## config.mk

```make
export PLATFORM = sky130hd
export DESIGN_NAME = mc_controller_flat
export DESIGN_NICKNAME = d
export VERILOG_FILES = /design/src/rtl/mc_ctrl_pkg.sv /design/src/rtl/mc_controller_if.sv /design/src/rtl/alu_op_decoder.sv /design/src/rtl/mc_controller.sv /design/src/flat_wrapper.sv
export SDC_FILE = /design/constraint.sdc
export NUM_CORES = 1
export LEC_CHECK = 0
export CORE_MARGIN = 2
export CORE_UTILIZATION = 35
export CTS_BUF_LIST = sky130_fd_sc_hd__clkbuf_8
export CTS_CLUSTER_DIAMETER = 200
export DETAILED_ROUTE_END_ITERATION = 8
export PLACE_DENSITY = 0.62
export SLEW_MARGIN = 20
export SYNTH_ARGS = -nofsm -noshare
export SYNTH_HDL_FRONTEND = slang
export SYNTH_SLANG_ARGS = --single-unit
```

## constraint.sdc

```tcl
create_clock -name clk -period 2.65 [get_ports clk]
set_input_delay 0.3975 -clock clk [delete_from_list [all_inputs] [get_ports clk]]
set_output_delay 0.3975 -clock clk [all_outputs]
set_load 0.05 [all_outputs]
```

## src/rtl/mc_ctrl_pkg.sv

```systemverilog
// rtl/mc_ctrl_pkg.sv - shared encodings and decode helpers for the multi-cycle controller
package mc_ctrl_pkg;

   localparam int STATE_W    = 4;
   localparam int NUM_STATES = 14;

   // Opcodes (IR[31:26])
   localparam logic [5:0] OPC_RTYPE = 6'b000000;
   localparam logic [5:0] OPC_ADDI  = 6'b001000;
   localparam logic [5:0] OPC_SLTI  = 6'b001010;
   localparam logic [5:0] OPC_LW    = 6'b100011;
   localparam logic [5:0] OPC_SW    = 6'b101011;
   localparam logic [5:0] OPC_BEQ   = 6'b000100;
   localparam logic [5:0] OPC_BNE   = 6'b000101;
   localparam logic [5:0] OPC_J     = 6'b000010;
   localparam logic [5:0] OPC_JAL   = 6'b000011;

   // R-type function codes (IR[5:0])
   localparam logic [5:0] FUNC_ADD = 6'b100000;
   localparam logic [5:0] FUNC_SUB = 6'b100010;
   localparam logic [5:0] FUNC_AND = 6'b100100;
   localparam logic [5:0] FUNC_OR  = 6'b100101;
   localparam logic [5:0] FUNC_SLT = 6'b101010;
   localparam logic [5:0] FUNC_JR  = 6'b001000;

   // ALUOperation encodings
   localparam logic [2:0] ALU_AND = 3'b000;
   localparam logic [2:0] ALU_OR  = 3'b001;
   localparam logic [2:0] ALU_ADD = 3'b010;
   localparam logic [2:0] ALU_SUB = 3'b110;
   localparam logic [2:0] ALU_SLT = 3'b111;

   // ALUSrcB selects
   localparam logic [1:0] SRCB_B      = 2'd0;
   localparam logic [1:0] SRCB_FOUR   = 2'd1;
   localparam logic [1:0] SRCB_IMM    = 2'd2;
   localparam logic [1:0] SRCB_IMM_SH = 2'd3;

   // PCSrc selects
   localparam logic [1:0] PCSRC_ALU    = 2'd0;
   localparam logic [1:0] PCSRC_JUMP   = 2'd1;
   localparam logic [1:0] PCSRC_ALUOUT = 2'd2;
   localparam logic [1:0] PCSRC_A      = 2'd3;

   typedef enum logic [STATE_W-1:0] {
      S_FETCH = 4'd0,
      S_DEC   = 4'd1,
      S_MADR  = 4'd2,
      S_MRD   = 4'd3,
      S_MWB   = 4'd4,
      S_MWR   = 4'd5,
      S_REX   = 4'd6,
      S_RWB   = 4'd7,
      S_IEX   = 4'd8,
      S_IWB   = 4'd9,
      S_BR    = 4'd10,
      S_JMP   = 4'd11,
      S_JAL   = 4'd12,
      S_JR    = 4'd13
   } state_t;

   // Registered Moore control word; illegal and the branch PCLoad are added outside
   typedef struct packed {
      logic       pc_load;
      logic       iord;
      logic       mem_read;
      logic       mem_write;
      logic       ir_write;
      logic       reg_dst;
      logic       jal_sig1;
      logic       mem_to_reg;
      logic       jal_sig2;
      logic       reg_write;
      logic       alu_src_a;
      logic [1:0] alu_src_b;
      logic [2:0] alu_op;
      logic [1:0] pc_src;
   } ctrl_t;

   // Dispatch out of DEC; FETCH here means the instruction is unsupported
   function automatic state_t decode_next(logic [5:0] opc, logic [5:0] func);
      state_t n;
      n = S_FETCH;
      case (opc)
         OPC_LW, OPC_SW:     n = S_MADR;
         OPC_ADDI, OPC_SLTI: n = S_IEX;
         OPC_BEQ, OPC_BNE:   n = S_BR;
         OPC_J:              n = S_JMP;
         OPC_JAL:            n = S_JAL;
         OPC_RTYPE: begin
            case (func)
               FUNC_JR:                                       n = S_JR;
               FUNC_ADD, FUNC_SUB, FUNC_AND, FUNC_OR, FUNC_SLT: n = S_REX;
               default:                                       n = S_FETCH;
            endcase
         end
         default:            n = S_FETCH;
      endcase
      return n;
   endfunction

   function automatic state_t next_state(state_t s, logic [5:0] opc, logic [5:0] func);
      state_t n;
      n = S_FETCH;
      case (s)
         S_FETCH: n = S_DEC;
         S_DEC:   n = decode_next(opc, func);
         S_MADR:  n = (opc == OPC_LW) ? S_MRD : ((opc == OPC_SW) ? S_MWR : S_FETCH);
         S_MRD:   n = S_MWB;
         S_REX:   n = S_RWB;
         S_IEX:   n = S_IWB;
         default: n = S_FETCH;
      endcase
      return n;
   endfunction

   // Control word shown while sitting in state s
   function automatic ctrl_t state_ctrl(state_t s, logic [5:0] opc, logic [2:0] rex_op);
      ctrl_t c;
      c = '0;
      case (s)
         S_FETCH: begin
            c.mem_read  = 1'b1;
            c.ir_write  = 1'b1;
            c.alu_src_b = SRCB_FOUR;
            c.alu_op    = ALU_ADD;
            c.pc_src    = PCSRC_ALU;
            c.pc_load   = 1'b1;
         end
         S_DEC: begin
            c.alu_src_b = SRCB_IMM_SH;
            c.alu_op    = ALU_ADD;
         end
         S_MADR: begin
            c.alu_src_a = 1'b1;
            c.alu_src_b = SRCB_IMM;
            c.alu_op    = ALU_ADD;
         end
         S_MRD: begin
            c.iord     = 1'b1;
            c.mem_read = 1'b1;
         end
         S_MWB: c.reg_write = 1'b1;
         S_MWR: begin
            c.iord      = 1'b1;
            c.mem_write = 1'b1;
         end
         S_REX: begin
            c.alu_src_a = 1'b1;
            c.alu_src_b = SRCB_B;
            c.alu_op    = rex_op;
         end
         S_RWB: begin
            c.reg_dst    = 1'b1;
            c.mem_to_reg = 1'b1;
            c.reg_write  = 1'b1;
         end
         S_IEX: begin
            c.alu_src_a = 1'b1;
            c.alu_src_b = SRCB_IMM;
            c.alu_op    = (opc == OPC_SLTI) ? ALU_SLT : ALU_ADD;
         end
         S_IWB: begin
            c.mem_to_reg = 1'b1;
            c.reg_write  = 1'b1;
         end
         S_BR: begin
            c.alu_src_a = 1'b1;
            c.alu_src_b = SRCB_B;
            c.alu_op    = ALU_SUB;
            c.pc_src    = PCSRC_ALUOUT;
         end
         S_JMP: begin
            c.pc_src  = PCSRC_JUMP;
            c.pc_load = 1'b1;
         end
         S_JAL: begin
            c.pc_src    = PCSRC_JUMP;
            c.pc_load   = 1'b1;
            c.jal_sig1  = 1'b1;
            c.jal_sig2  = 1'b1;
            c.reg_write = 1'b1;
         end
         S_JR: begin
            c.pc_src  = PCSRC_A;
            c.pc_load = 1'b1;
         end
         default: c = '0;
      endcase
      return c;
   endfunction

endpackage

```

## src/rtl/mc_controller_if.sv

```systemverilog
// rtl/mc_controller_if.sv - controller to datapath control bundle
interface mc_controller_if;
   logic [5:0] opc;
   logic [5:0] func;
   logic       zero;
   logic       PCLoad;
   logic       IorD;
   logic       MemRead;
   logic       MemWrite;
   logic       IRWrite;
   logic       RegDst;
   logic       JalSig1;
   logic       MemToReg;
   logic       JalSig2;
   logic       RegWrite;
   logic       ALUSrcA;
   logic [1:0] ALUSrcB;
   logic [2:0] ALUOperation;
   logic [1:0] PCSrc;
   logic       illegal;

   modport master (
      input  opc, func, zero,
      output PCLoad, IorD, MemRead, MemWrite, IRWrite, RegDst, JalSig1, MemToReg,
             JalSig2, RegWrite, ALUSrcA, ALUSrcB, ALUOperation, PCSrc, illegal
   );

   modport slave (
      output opc, func, zero,
      input  PCLoad, IorD, MemRead, MemWrite, IRWrite, RegDst, JalSig1, MemToReg,
             JalSig2, RegWrite, ALUSrcA, ALUSrcB, ALUOperation, PCSrc, illegal
   );
endinterface

```

## src/rtl/alu_op_decoder.sv

```systemverilog
// rtl/alu_op_decoder.sv - R-type func to ALUOperation map
module alu_op_decoder
   import mc_ctrl_pkg::*;
(
   input  logic [5:0] func,
   output logic [2:0] alu_op
);

   // Unknown func falls back to ADD; DEC already flags it as illegal
   always_comb begin
      alu_op = ALU_ADD;
      case (func)
         FUNC_ADD: alu_op = ALU_ADD;
         FUNC_SUB: alu_op = ALU_SUB;
         FUNC_AND: alu_op = ALU_AND;
         FUNC_OR:  alu_op = ALU_OR;
         FUNC_SLT: alu_op = ALU_SLT;
         default:  alu_op = ALU_ADD;
      endcase
   end

endmodule

```

## src/rtl/mc_controller.sv

```systemverilog
// rtl/mc_controller.sv - multi-cycle MIPS-subset control FSM
module mc_controller
   import mc_ctrl_pkg::*;
#(
   parameter int STATE_W = mc_ctrl_pkg::STATE_W
)(
   input logic          clk,
   input logic          rst,
   mc_controller_if.master bus
);

   logic [STATE_W-1:0] state_q;
   state_t             state;
   state_t             state_nxt;
   ctrl_t              ctrl_q;
   ctrl_t              ctrl_o;
   logic [2:0]         rex_op;
   logic               state_ok;
   logic               live;
   logic               br_take;

   alu_op_decoder u_alu_op_decoder (
      .func   (bus.func),
      .alu_op (rex_op)
   );

   assign state     = state_t'(state_q);
   assign state_nxt = next_state(state, bus.opc, bus.func);
   assign state_ok  = (state_q < STATE_W'(NUM_STATES));
   assign live      = !rst && state_ok;

   // State plus the Moore control word of the state being entered, both registered together
   always_ff @(posedge clk) begin
      if (rst) begin
         state_q <= S_FETCH;
         ctrl_q  <= state_ctrl(S_FETCH, OPC_RTYPE, ALU_ADD);
      end else begin
         state_q <= state_nxt;
         ctrl_q  <= state_ctrl(state_nxt, bus.opc, rex_op);
      end
   end

   // Reset or a stray encoding silences everything in the same cycle
   always_comb begin
      ctrl_o  = '0;
      br_take = 1'b0;
      if (live) begin
         ctrl_o  = ctrl_q;
         br_take = (state == S_BR) &&
                   (((bus.opc == OPC_BEQ) &&  bus.zero) ||
                    ((bus.opc == OPC_BNE) && !bus.zero));
      end
   end

   assign bus.PCLoad       = ctrl_o.pc_load | br_take;
   assign bus.IorD         = ctrl_o.iord;
   assign bus.MemRead      = ctrl_o.mem_read;
   assign bus.MemWrite     = ctrl_o.mem_write;
   assign bus.IRWrite      = ctrl_o.ir_write;
   assign bus.RegDst       = ctrl_o.reg_dst;
   assign bus.JalSig1      = ctrl_o.jal_sig1;
   assign bus.MemToReg     = ctrl_o.mem_to_reg;
   assign bus.JalSig2      = ctrl_o.jal_sig2;
   assign bus.RegWrite     = ctrl_o.reg_write;
   assign bus.ALUSrcA      = ctrl_o.alu_src_a;
   assign bus.ALUSrcB      = ctrl_o.alu_src_b;
   assign bus.ALUOperation = ctrl_o.alu_op;
   assign bus.PCSrc        = ctrl_o.pc_src;
   assign bus.illegal      = live && (state == S_DEC) &&
                             (decode_next(bus.opc, bus.func) == S_FETCH);

endmodule

```

## src/flat_wrapper.sv

```systemverilog
// flat-port wrapper written by rule: the top's interface ports become plain ports
module mc_controller_flat import mc_ctrl_pkg::*;
#(
   parameter int STATE_W = mc_ctrl_pkg::STATE_W
)
  (clk, rst, bus_opc, bus_func, bus_zero, bus_PCLoad, bus_IorD, bus_MemRead, bus_MemWrite, bus_IRWrite, bus_RegDst, bus_JalSig1, bus_MemToReg, bus_JalSig2, bus_RegWrite, bus_ALUSrcA, bus_ALUSrcB, bus_ALUOperation, bus_PCSrc, bus_illegal);
  mc_controller_if bus_i ();
  input logic clk;
  input logic rst;
  input wire logic [$bits(bus_i.opc)-1:0] bus_opc;
  input wire logic [$bits(bus_i.func)-1:0] bus_func;
  input wire logic [$bits(bus_i.zero)-1:0] bus_zero;
  output wire logic [$bits(bus_i.PCLoad)-1:0] bus_PCLoad;
  output wire logic [$bits(bus_i.IorD)-1:0] bus_IorD;
  output wire logic [$bits(bus_i.MemRead)-1:0] bus_MemRead;
  output wire logic [$bits(bus_i.MemWrite)-1:0] bus_MemWrite;
  output wire logic [$bits(bus_i.IRWrite)-1:0] bus_IRWrite;
  output wire logic [$bits(bus_i.RegDst)-1:0] bus_RegDst;
  output wire logic [$bits(bus_i.JalSig1)-1:0] bus_JalSig1;
  output wire logic [$bits(bus_i.MemToReg)-1:0] bus_MemToReg;
  output wire logic [$bits(bus_i.JalSig2)-1:0] bus_JalSig2;
  output wire logic [$bits(bus_i.RegWrite)-1:0] bus_RegWrite;
  output wire logic [$bits(bus_i.ALUSrcA)-1:0] bus_ALUSrcA;
  output wire logic [$bits(bus_i.ALUSrcB)-1:0] bus_ALUSrcB;
  output wire logic [$bits(bus_i.ALUOperation)-1:0] bus_ALUOperation;
  output wire logic [$bits(bus_i.PCSrc)-1:0] bus_PCSrc;
  output wire logic [$bits(bus_i.illegal)-1:0] bus_illegal;
  assign bus_i.opc = bus_opc;
  assign bus_i.func = bus_func;
  assign bus_i.zero = bus_zero;
  assign bus_PCLoad = bus_i.PCLoad;
  assign bus_IorD = bus_i.IorD;
  assign bus_MemRead = bus_i.MemRead;
  assign bus_MemWrite = bus_i.MemWrite;
  assign bus_IRWrite = bus_i.IRWrite;
  assign bus_RegDst = bus_i.RegDst;
  assign bus_JalSig1 = bus_i.JalSig1;
  assign bus_MemToReg = bus_i.MemToReg;
  assign bus_JalSig2 = bus_i.JalSig2;
  assign bus_RegWrite = bus_i.RegWrite;
  assign bus_ALUSrcA = bus_i.ALUSrcA;
  assign bus_ALUSrcB = bus_i.ALUSrcB;
  assign bus_ALUOperation = bus_i.ALUOperation;
  assign bus_PCSrc = bus_i.PCSrc;
  assign bus_illegal = bus_i.illegal;
  mc_controller #(.STATE_W(STATE_W)) u_core (.clk(clk), .rst(rst), .bus(bus_i));
endmodule
```

Word-level counts from Yosys, hierarchy flattened
Cells that the tools add are included.

Register bits after elaboration: 21. Input port bits: 15. Output and inout bits: 19. Logic and storage cells: 94.

$lt $le $gt $ge: 1. Equality and inequality tests: 33. Multiplexer cells: 21. Bitwise gates (word level): 1. Reductions and logical operators: 24.

Operators by type and width (number): $pmux 4 s6 (2); $eq 6x6->1 const B (7); $eq 4x4->1 const B (8); $pmux 5 s6 (1); $eq 4x3->1 const B (5); $eq 6x4->1 const B (3); $mux 18 (1); $eq 4x2->1 const B (4); $reduce_or 2->1 (7); $eq 6x2->1 const B (2); $eq 6x3->1 const B (2); $logic_not 4->1 (3); $pmux 3 s4 (1); $reduce_or 4->1 (3); $mux 1 (11); $eq 4x1->1 const B (2); $pmux 4 s2 (1); $logic_and 1x1->1 (6); $logic_not 6->1 (1); $mux 3 (2); $pmux 2 s3 (1); $reduce_or 5->1 (1); $lt 4x4->1 const B (1); $mux 4 (1); other kinds (3) (4).

Longest topological paths before layout
Gate-level depths: netlist (run 1).

Depth in word-level cells: 8. Mapped depth: 8. Mapped depth without buffers: 6.

Modules after synthesis
A second synthesis (run 1) with hierarchy kept.

Cells, all modules: 161. Area total of the unflattened synthesis: 1403.8 µm².

Modules (own cells, without submodules): mc_controller (instances 1, cells an instance 154, area each 1343.8 µm², seq. area each 420.4 µm²); alu_op_decoder (instances 1, cells an instance 7, area each 60.1 µm², seq. area each 0.0 µm²).

Worst setup path before layout (run 1)
No wires, ideal clock.

Path kind: input-to-output. Start: in bus_func[1]. End: out bus_illegal. Arrival time: 3573 ps. Setup slack: -1321 ps. Stages on the path: 5. Path buffers: 1. Cell sequence: buf_2 -> nor4b_1 -> and3_1 -> a211o_1 -> a2111oi_0.

Cells in the longest elaborated chain, start to end: 6. Elaborated cells between the ends (all ways): 11.

Ends and longest elaborated chain: start: declaration (RTL line flat_wrapper.sv:11) `input wire logic [$bits(bus_i.func)-1:0] bus_func;`; $eq 6x6->1 (RTL line mc_ctrl_pkg.sv:91) `case (func)`; $reduce_or 5->1 (RTL line mc_ctrl_pkg.sv:91); $pmux 4 s2 (*) (RTL line mc_ctrl_pkg.sv:91); $pmux 4 s6 (*); $logic_not 4->1 (*) (RTL line mc_controller.sv:70) `(decode_next(bus.opc, bus.func) == S_FETCH);`; $logic_and 1x1->1 (*) (RTL line mc_controller.sv:69) `assign bus.illegal = live && (state == S_DEC) &&`; end: declaration (RTL line flat_wrapper.sv:27) `output wire logic [$bits(bus_i.illegal)-1:0] bus_illegal;`.

Every way passes the cells marked *; elsewhere a longest branch is shown, timed or not.

Worst setup path after layout (run 1)
Start: in bus_func[0]. End: out bus_illegal.

Same word-level chain as after synthesis.

==> run_results.csv, run 1 <==
group,metric,value,unit
run_status,status,"finished, final reports clean",
yosys,synth_ff_type,"dfxtp_1",
setup_path,cp_slowest_stage_delay,550,ps
power_and_ir_drop,vdd_drop_max,0.000166,V
yosys,async_flop_share,0,%
setup_path,worstPathRequired,2250,ps
sta,hold_violations,0,
floorplanning,coreArea,0.00369,mm^2
sta,tns,0,ps
global_route,grt_pass1_wl,5.91,mm
yosys,synth_edf_count,0,
power_and_ir_drop,p_int,0.000518,W
clocking,worstSkewPairLatency,250,ps
setup_path,critical_path.startpoint_type,"input port",
placement,place_congestion,0.862,
floorplanning,start_util,36.6,%
global_route,grt_max_degree,18,
placement,place_ws,-77.6,ps
global_route,antenna_found_initial,0,
route,viasPerCell,5.36,
yosys,synth-seq-area-share,31.1,%
yosys,synth_seq_cells,21,
clocking,hold_buffers,0,
route,drt_iter0_markers,30,
setup_path,criticalPathCategory,"input port to output port",
power_and_ir_drop,power_density,354,mW/mm^2
yosys,synth_area,0.00135,mm^2
layout,antennaDiodeCount,0,
clocking,tritoncts,"done",
route,vias,1346,
yosys,synth_warnings,0,
layout,final_area,0.00203,mm^2
route,firstDrtPassIters,4,
setup_path,cp_top_family,"buffers and inverters",
clocking,cts_num_sinks,21,
placement,postPlaceCellArea,0.00196,mm^2
yosys,synth.distinct_cells,47,
global_route,overflow,0,
global_route,first_global_vias,1243,
run,drv_cap,0,
clocking,htreeDepth,1,
sta,setup_viol,0,
power_and_ir_drop,p_seq_share,46.0,%
global_route,grt.total_usage,17.3,%
sta,rsz0062_at_grt,"false",
sta,fin_crit,2550,ps
setup_path,critPathSlowestCell,"clkdlybuf4s50_1",
route,final_antenna_net_count,0,
yosys,syn_avg_cell_area,8.14,um^2
route,drc_errors,0,
setup_path,worst_ep_arrival_time,2150,ps
layout,syn_to_final_growth,50.5,%
power_and_ir_drop,power,0.000720,W
route,wl_per_cell,14.0,um
clocking,clockBufferDepth,2,
setup_path,endpoint_kind,"output port",
power_and_ir_drop,p_switching,0.000202,W
yosys,synth_area_leaders,"dfxtp_1 31%, and2_1 7.9%, nor2_1 5.0%",
sta,hold_slack,725,ps
power_and_ir_drop,p_sw_share,28.1,%
placement,hpwlAfterDp,2.81,mm
sta,drv_slew,0,
floorplanning,die_w,66.1,um
clocking,numCtsBuffers,3,
setup_path,cp_cell_sequence,"clkdlybuf4s50_1 > nor4b_1 > and3_1 > a211o_1 > a2111oi_4 > buf_12",
yosys,yosysTopAreaCellShare,31.1,%
floorplanning,dieArea,0.00437,mm^2
clocking,cts_setup_buffers,0,
clocking,clk_pin_slew_worst_paths,60,ps
sta,skew,5.69,ps
clocking,cts_root_buffer,"clkbuf_8",
setup_path,critPathBufInv,2,
layout,num-fill-cells,361,
yosys,synth_nets,181,
floorplanning,io-pin-count,34,
sta,fmax,393,MHz
floorplanning,std_cell_rows,22,
power_and_ir_drop,p_comb_share,27.1,%
sta,worstMarginPinSlew,595,ps
sta,slew_headroom,60.3,%
yosys,synthCells,166,
layout,drive_gt1_share,22.7,%
worst_hold_path,min_path_type,"input port to flip-flop",
sta,setup_slack,105,ps
layout,fin_nets,219,
yosys,synth_area_leader_cell,"dfxtp_1",
setup_path,worstPathMaxFanout,5,
floorplanning,die-height,66.1,um
power_and_ir_drop,p_leak,0.798,nW
power_and_ir_drop,p_clk_share,26.9,%
placement,portBuffers,33,
sta,fin_crit_sh,96.0,%
route,drt_wl_total,3.53,mm
==> layout make-up <==
type | instances | area, um^2 | area share (%)
multi-input cells | 128 | 871 | 42.8
repair buffers | 46 | 622 | 30.6
flip-flops and latches | 21 | 420 | 20.7
well taps | 48 | 60.1 | 2.95
clock buffers | 3 | 41.3 | 2.03
inverters | 4 | 15.0 | 0.738
clock inverters | 1 | 3.75 | 0.185
==> worst register-to-register path, stage by stage (launching register included) <==
cell and delay [ps]:
dfxtp_1 390, or3_1 500, nor3_1 320, a21oi_2 170, buf_4 190, a41o_1 250
a21o_1 150
==> Yosys cell counts, types with 2 or more instances <==
library cell and number:
nand4_1 4, a211o_1 3, nor2_1 18, nor4b_1 4, nand2b_1 4, nor4_1 4, dfxtp_1 21, nand3_1 3
o21ai_1 4, buf_2 5, mux2i_1 2, nand3b_1 2, nor2b_1 3, nand2_1 9, nor3_1 8, a21oi_1 6
a21o_1 2, inv_1 4, a31oi_1 3, a32o_1 2, a21oi_2 3, xnor2_1 2, nor3b_1 3, nor3b_2 2
buf_6 2, clkbuf_1 5, and3_1 2, and2_1 17
==> power by group through the flow <==
stage	clock network (W)	registers, W	logic [W]
final	0.000194	0.000331	0.000195
after global routing	0.000208	0.000332	0.000209
after CTS	0.000196	0.000331	0.000193
after detailed placement	0	0.000338	0.000191
after global placement	0	0.000338	0.000186
after floorplan	0	0.000333	0.000108
==> path summary, 6_finish.rpt <==
check,start,to,slack [ps],cells past startpoint
min reg2reg,u_core.state[2]$_SDFF_PP0_,u_core.ctrl_q[15]$_SDFF_PP1_,760,3
max reg2reg,u_core.state[1]$_SDFF_PP0_,u_core.ctrl_q[17]$_SDFF_PP1_,580,6
min,bus_opc[0],u_core.ctrl_q[2]$_SDFF_PP0_,730,4
max,bus_func[0],bus_illegal,100,6
==> flip-flops by register name, summed over array words and instances, names as in the netlist <==
name and count:
u_core.ctrl_q 17, u_core.state 4
==> layer usage <==
metal / share of wire [%] / vias up / track usage, %
li1: - / 684 / -
met1: 43 / 608 / 20.4
met2: 51 / 50 / 32.6
met3: 5.2 / 4 / 2.56
met4: 1.0 / 0 / 3.83
met5: 0 / - / 0
==> layout by cell type (no fill, tap or decap), types with 2 or more instances in the layout <==
master / count
dlymetal6s2s_1: 2
clkdlybuf4s50_1: 11
a21o_1: 2
a211o_1: 3
o21ai_1: 4
mux2i_1: 2
nor4_1: 4
nor2b_1: 3
clkbuf_8: 3
nor2_1: 18
a32o_1: 2
dfxtp_1: 21
buf_4: 13
nand2b_1: 4
and3_1: 2
nand3_1: 3
a21oi_1: 5
nor3_1: 8
nor3b_1: 3
and2_1: 17
xnor2_1: 2
inv_1: 5
buf_12: 19
nand4_1: 4
a21oi_2: 4
nand2_1: 9
nand3b_1: 2
a31oi_1: 3
nor4b_1: 4
==> per-stage QoR <==
stage	std cells	utilization [%]
global route	251	55.1
finish	251	55.1
detailed placement	247	53.2
CTS	251	54.7
global placement	247	53.2
floorplan	166	-
==> cell families (layout without fill, tap and decap cells) <==
family,Yosys count,in the layout,synth area share [%]
and+or+nand+nor,89,89,39.4
DFF,21,21,31.1
AOI/OAI and AO/OA,35,35,20.1
muxes,2,2,1.48
xor gates and xnor gates,2,2,1.30
buffers and inverters,17,54,6.57
==> repair_timing <==
item | CTS | global route
hold endpoints to repair | 0 | 0
pin swaps | 0 | 1
setup endpoints to repair | 1 | 1
gates resized for setup | 2 | 4
(Power assumes the default switching activity.)
==> inputs of run 2 (changes only) <==
--- a/config.mk
+++ b/config.mk
@@ -5,12 +5,15 @@
 export SDC_FILE = /design/constraint.sdc
 export NUM_CORES = 1
 export LEC_CHECK = 0
+export CELL_PAD_IN_SITES_DETAIL_PLACEMENT = 0
+export CELL_PAD_IN_SITES_GLOBAL_PLACEMENT = 1
 export CORE_MARGIN = 2
 export CORE_UTILIZATION = 35
 export CTS_BUF_LIST = sky130_fd_sc_hd__clkbuf_8
 export CTS_CLUSTER_DIAMETER = 200
 export DETAILED_ROUTE_END_ITERATION = 8
-export PLACE_DENSITY = 0.62
+export PLACE_DENSITY = 0.8
+export RECOVER_POWER = 50
 export SLEW_MARGIN = 20
 export SYNTH_ARGS = -nofsm -noshare
 export SYNTH_HDL_FRONTEND = slang
==> run 2 against run 1 <==
  * Sequential share of layout area up 0.064 points
  * Critical path type unchanged
  * Global-route usage up 0.14 points
  * Largest cell class unchanged
  * Total power up 0.78%
  * Worst setup slack worse by 19 ps
  * Combinational power about the same
  * Cell count up 0.40%
==> run_results.csv, run 2 (synthesized netlist as in run 1, its figures left out) <==
group,metric,value,unit
route,drt_wl_total,3.61,mm
setup_path,endpoint_kind,"output port",
power_and_ir_drop,p_int,0.000516,W
layout,multi_input_area,871,um^2
power_and_ir_drop,p_comb_share,26.7,%
floorplanning,die-height,66.1,um
power_and_ir_drop,power,0.000725,W
clocking,clockBufferDepth,2,
clocking,cts_root_buffer,"clkbuf_8",
worst_hold_path,min_path_type,"flip-flop to flip-flop",
power_and_ir_drop,p_leak,0.772,nW
global_route,grt_pass1_wl,5.93,mm
sta,rsz0062_at_grt,"false",
sta,tns,0,ps
power_and_ir_drop,p_clk_share,27.7,%
setup_path,criticalPathCategory,"input port to output port",
power_and_ir_drop,p_seq_share,45.6,%
sta,skew,1.08,ps
floorplanning,std_cell_rows,22,
placement,place_congestion,0.812,
power_and_ir_drop,power_density,358,mW/mm^2
route,vias,1385,
clocking,cts_num_sinks,21,
layout,final_cell_mix,"21 x dfxtp_1, 19 x buf_12, 18 x nor2_1",
layout,regMostFlops,"u_core.ctrl_q",
clocking,tritoncts,"done",
clocking,numCtsBuffers,3,
global_route,first_global_vias,1317,
route,wl_per_cell,14.3,um
placement,portBuffers,33,
layout,antennaDiodeCount,0,
floorplanning,dieArea,0.00437,mm^2
global_route,antenna_found_initial,0,
sta,fin_crit,2560,ps
route,viasPerCell,5.50,
sta,slew_headroom,55.9,%
run,drv_cap,0,
global_route,overflow,0,
run_status,status,"finished, final reports clean",
clocking,clk_pin_slew_worst_paths,70,ps
setup_path,worst_ep_arrival_time,2170,ps
worst_hold_path,min_path_cells,4,
layout,largest_reg_flops,17,
sta,fmax,390,MHz
setup_path,reg2regPathDepth,6,
route,drt_iter0_markers,29,
power_and_ir_drop,p_switching,0.000209,W
power_and_ir_drop,vdd_drop_max,0.000146,V
placement,hpwlAfterDp,2.87,mm
clocking,worstSkewPairLatency,260,ps
sta,setup_viol,0,
sta,worstMarginPinSlew,662,ps
floorplanning,coreArea,0.00369,mm^2
global_route,grt.total_usage,17.5,%
floorplanning,io-pin-count,34,
sta,hold_violations,0,
setup_path,worstPathMaxFanout,7,
route,firstDrtPassIters,4,
setup_path,critical_path.startpoint_type,"input port",
layout,drive_gt1_share,22.1,%
global_route,grt_max_degree,14,
sta,fin_crit_sh,96.7,%
floorplanning,start_util,36.6,%
layout,layout_commonest_cell,"dfxtp_1",
sta,drv_slew,0,
layout,syn_to_final_growth,50.0,%
layout,seq_area,420,um^2
route,drc_errors,0,
layout,final_core_util,55.0,%
setup_path,worstPathRequired,2250,ps
layout,num-fill-cells,352,
power_and_ir_drop,p_sw_share,28.8,%
clocking,htreeDepth,1,
route,final_antenna_net_count,0,
floorplanning,die_w,66.1,um
layout,fin_nets,220,
==> run 2: what timing repair did <==
item,in CTS,in global routing
endpoints found under the setup margin,1,1
buffers inserted,0,0
hold buffers,0,0
resized for setup,3,2
==> run 2: worst paths after layout <==
| check | from | endpoint | slack, ps |
|---|---|---|---|
| max reg2reg | u_core.state[0]$_SDFF_PP0_ | u_core.ctrl_q[4]$_SDFF_PP0_ | 630 |
| min | u_core.state[2]$_SDFF_PP0_ | u_core.ctrl_q[10]$_SDFF_PP0_ | 750 |
| max | bus_opc[0] | bus_illegal | 90 |
| min reg2reg | u_core.state[2]$_SDFF_PP0_ | u_core.ctrl_q[10]$_SDFF_PP0_ | 750 |
==> run 2: cell type report <==
| type | instances | share of cell area, % |
|---|---|---|
| Multi-Input combinational cell | 128 | 43.0 |
| Timing Repair Buffer | 47 | 30.4 |
| Sequential cell | 21 | 20.7 |
| Tap cell | 48 | 2.96 |
| Clock buffer | 3 | 2.04 |
| Inverter | 4 | 0.741 |
| Clock inverter | 1 | 0.185 |
==> run 2: critical path, cell delays in order <==
cell,delay [ps]
clkdlybuf4s50_1,590
nor2_1,120
and3_1,150
a211o_1,320
a2111oi_4,410
buf_12,180
==> run 2: stage by stage <==
stage	cell area [um^2]	cells	worst slack [ps]	hold slack [ps]
2_1_floorplan	1360	166	18.9	527
3_3_place_gp	1970	248	37.2	725
3_5_place_dp	1970	248	-26.3	731
4_1_cts	2030	252	64.8	746
5_1_grt	2030	252	13.9	812
6_report	2030	252	86.4	747
==> run 2: metal layers <==
layer	share of wire, %	track usage (%)	wire length (um)
met1	40	20.9	1460
met2	55	31.6	1970
met3	4.6	2.39	167
met4	0.50	5.87	18
met5	0	0	0
==> run 2: power groups by stage <==
| stage | clock, W | sequential [W] | combinational (W) |
|---|---|---|---|
| after floorplan | 0 | 0.000333 | 0.000108 |
| after global placement | 0 | 0.000338 | 0.000187 |
| after detailed placement | 0 | 0.000338 | 0.000193 |
| after CTS | 0.000201 | 0.000331 | 0.000195 |
| after global routing | 0.000217 | 0.000332 | 0.000207 |
| final | 0.000201 | 0.000331 | 0.000194 |
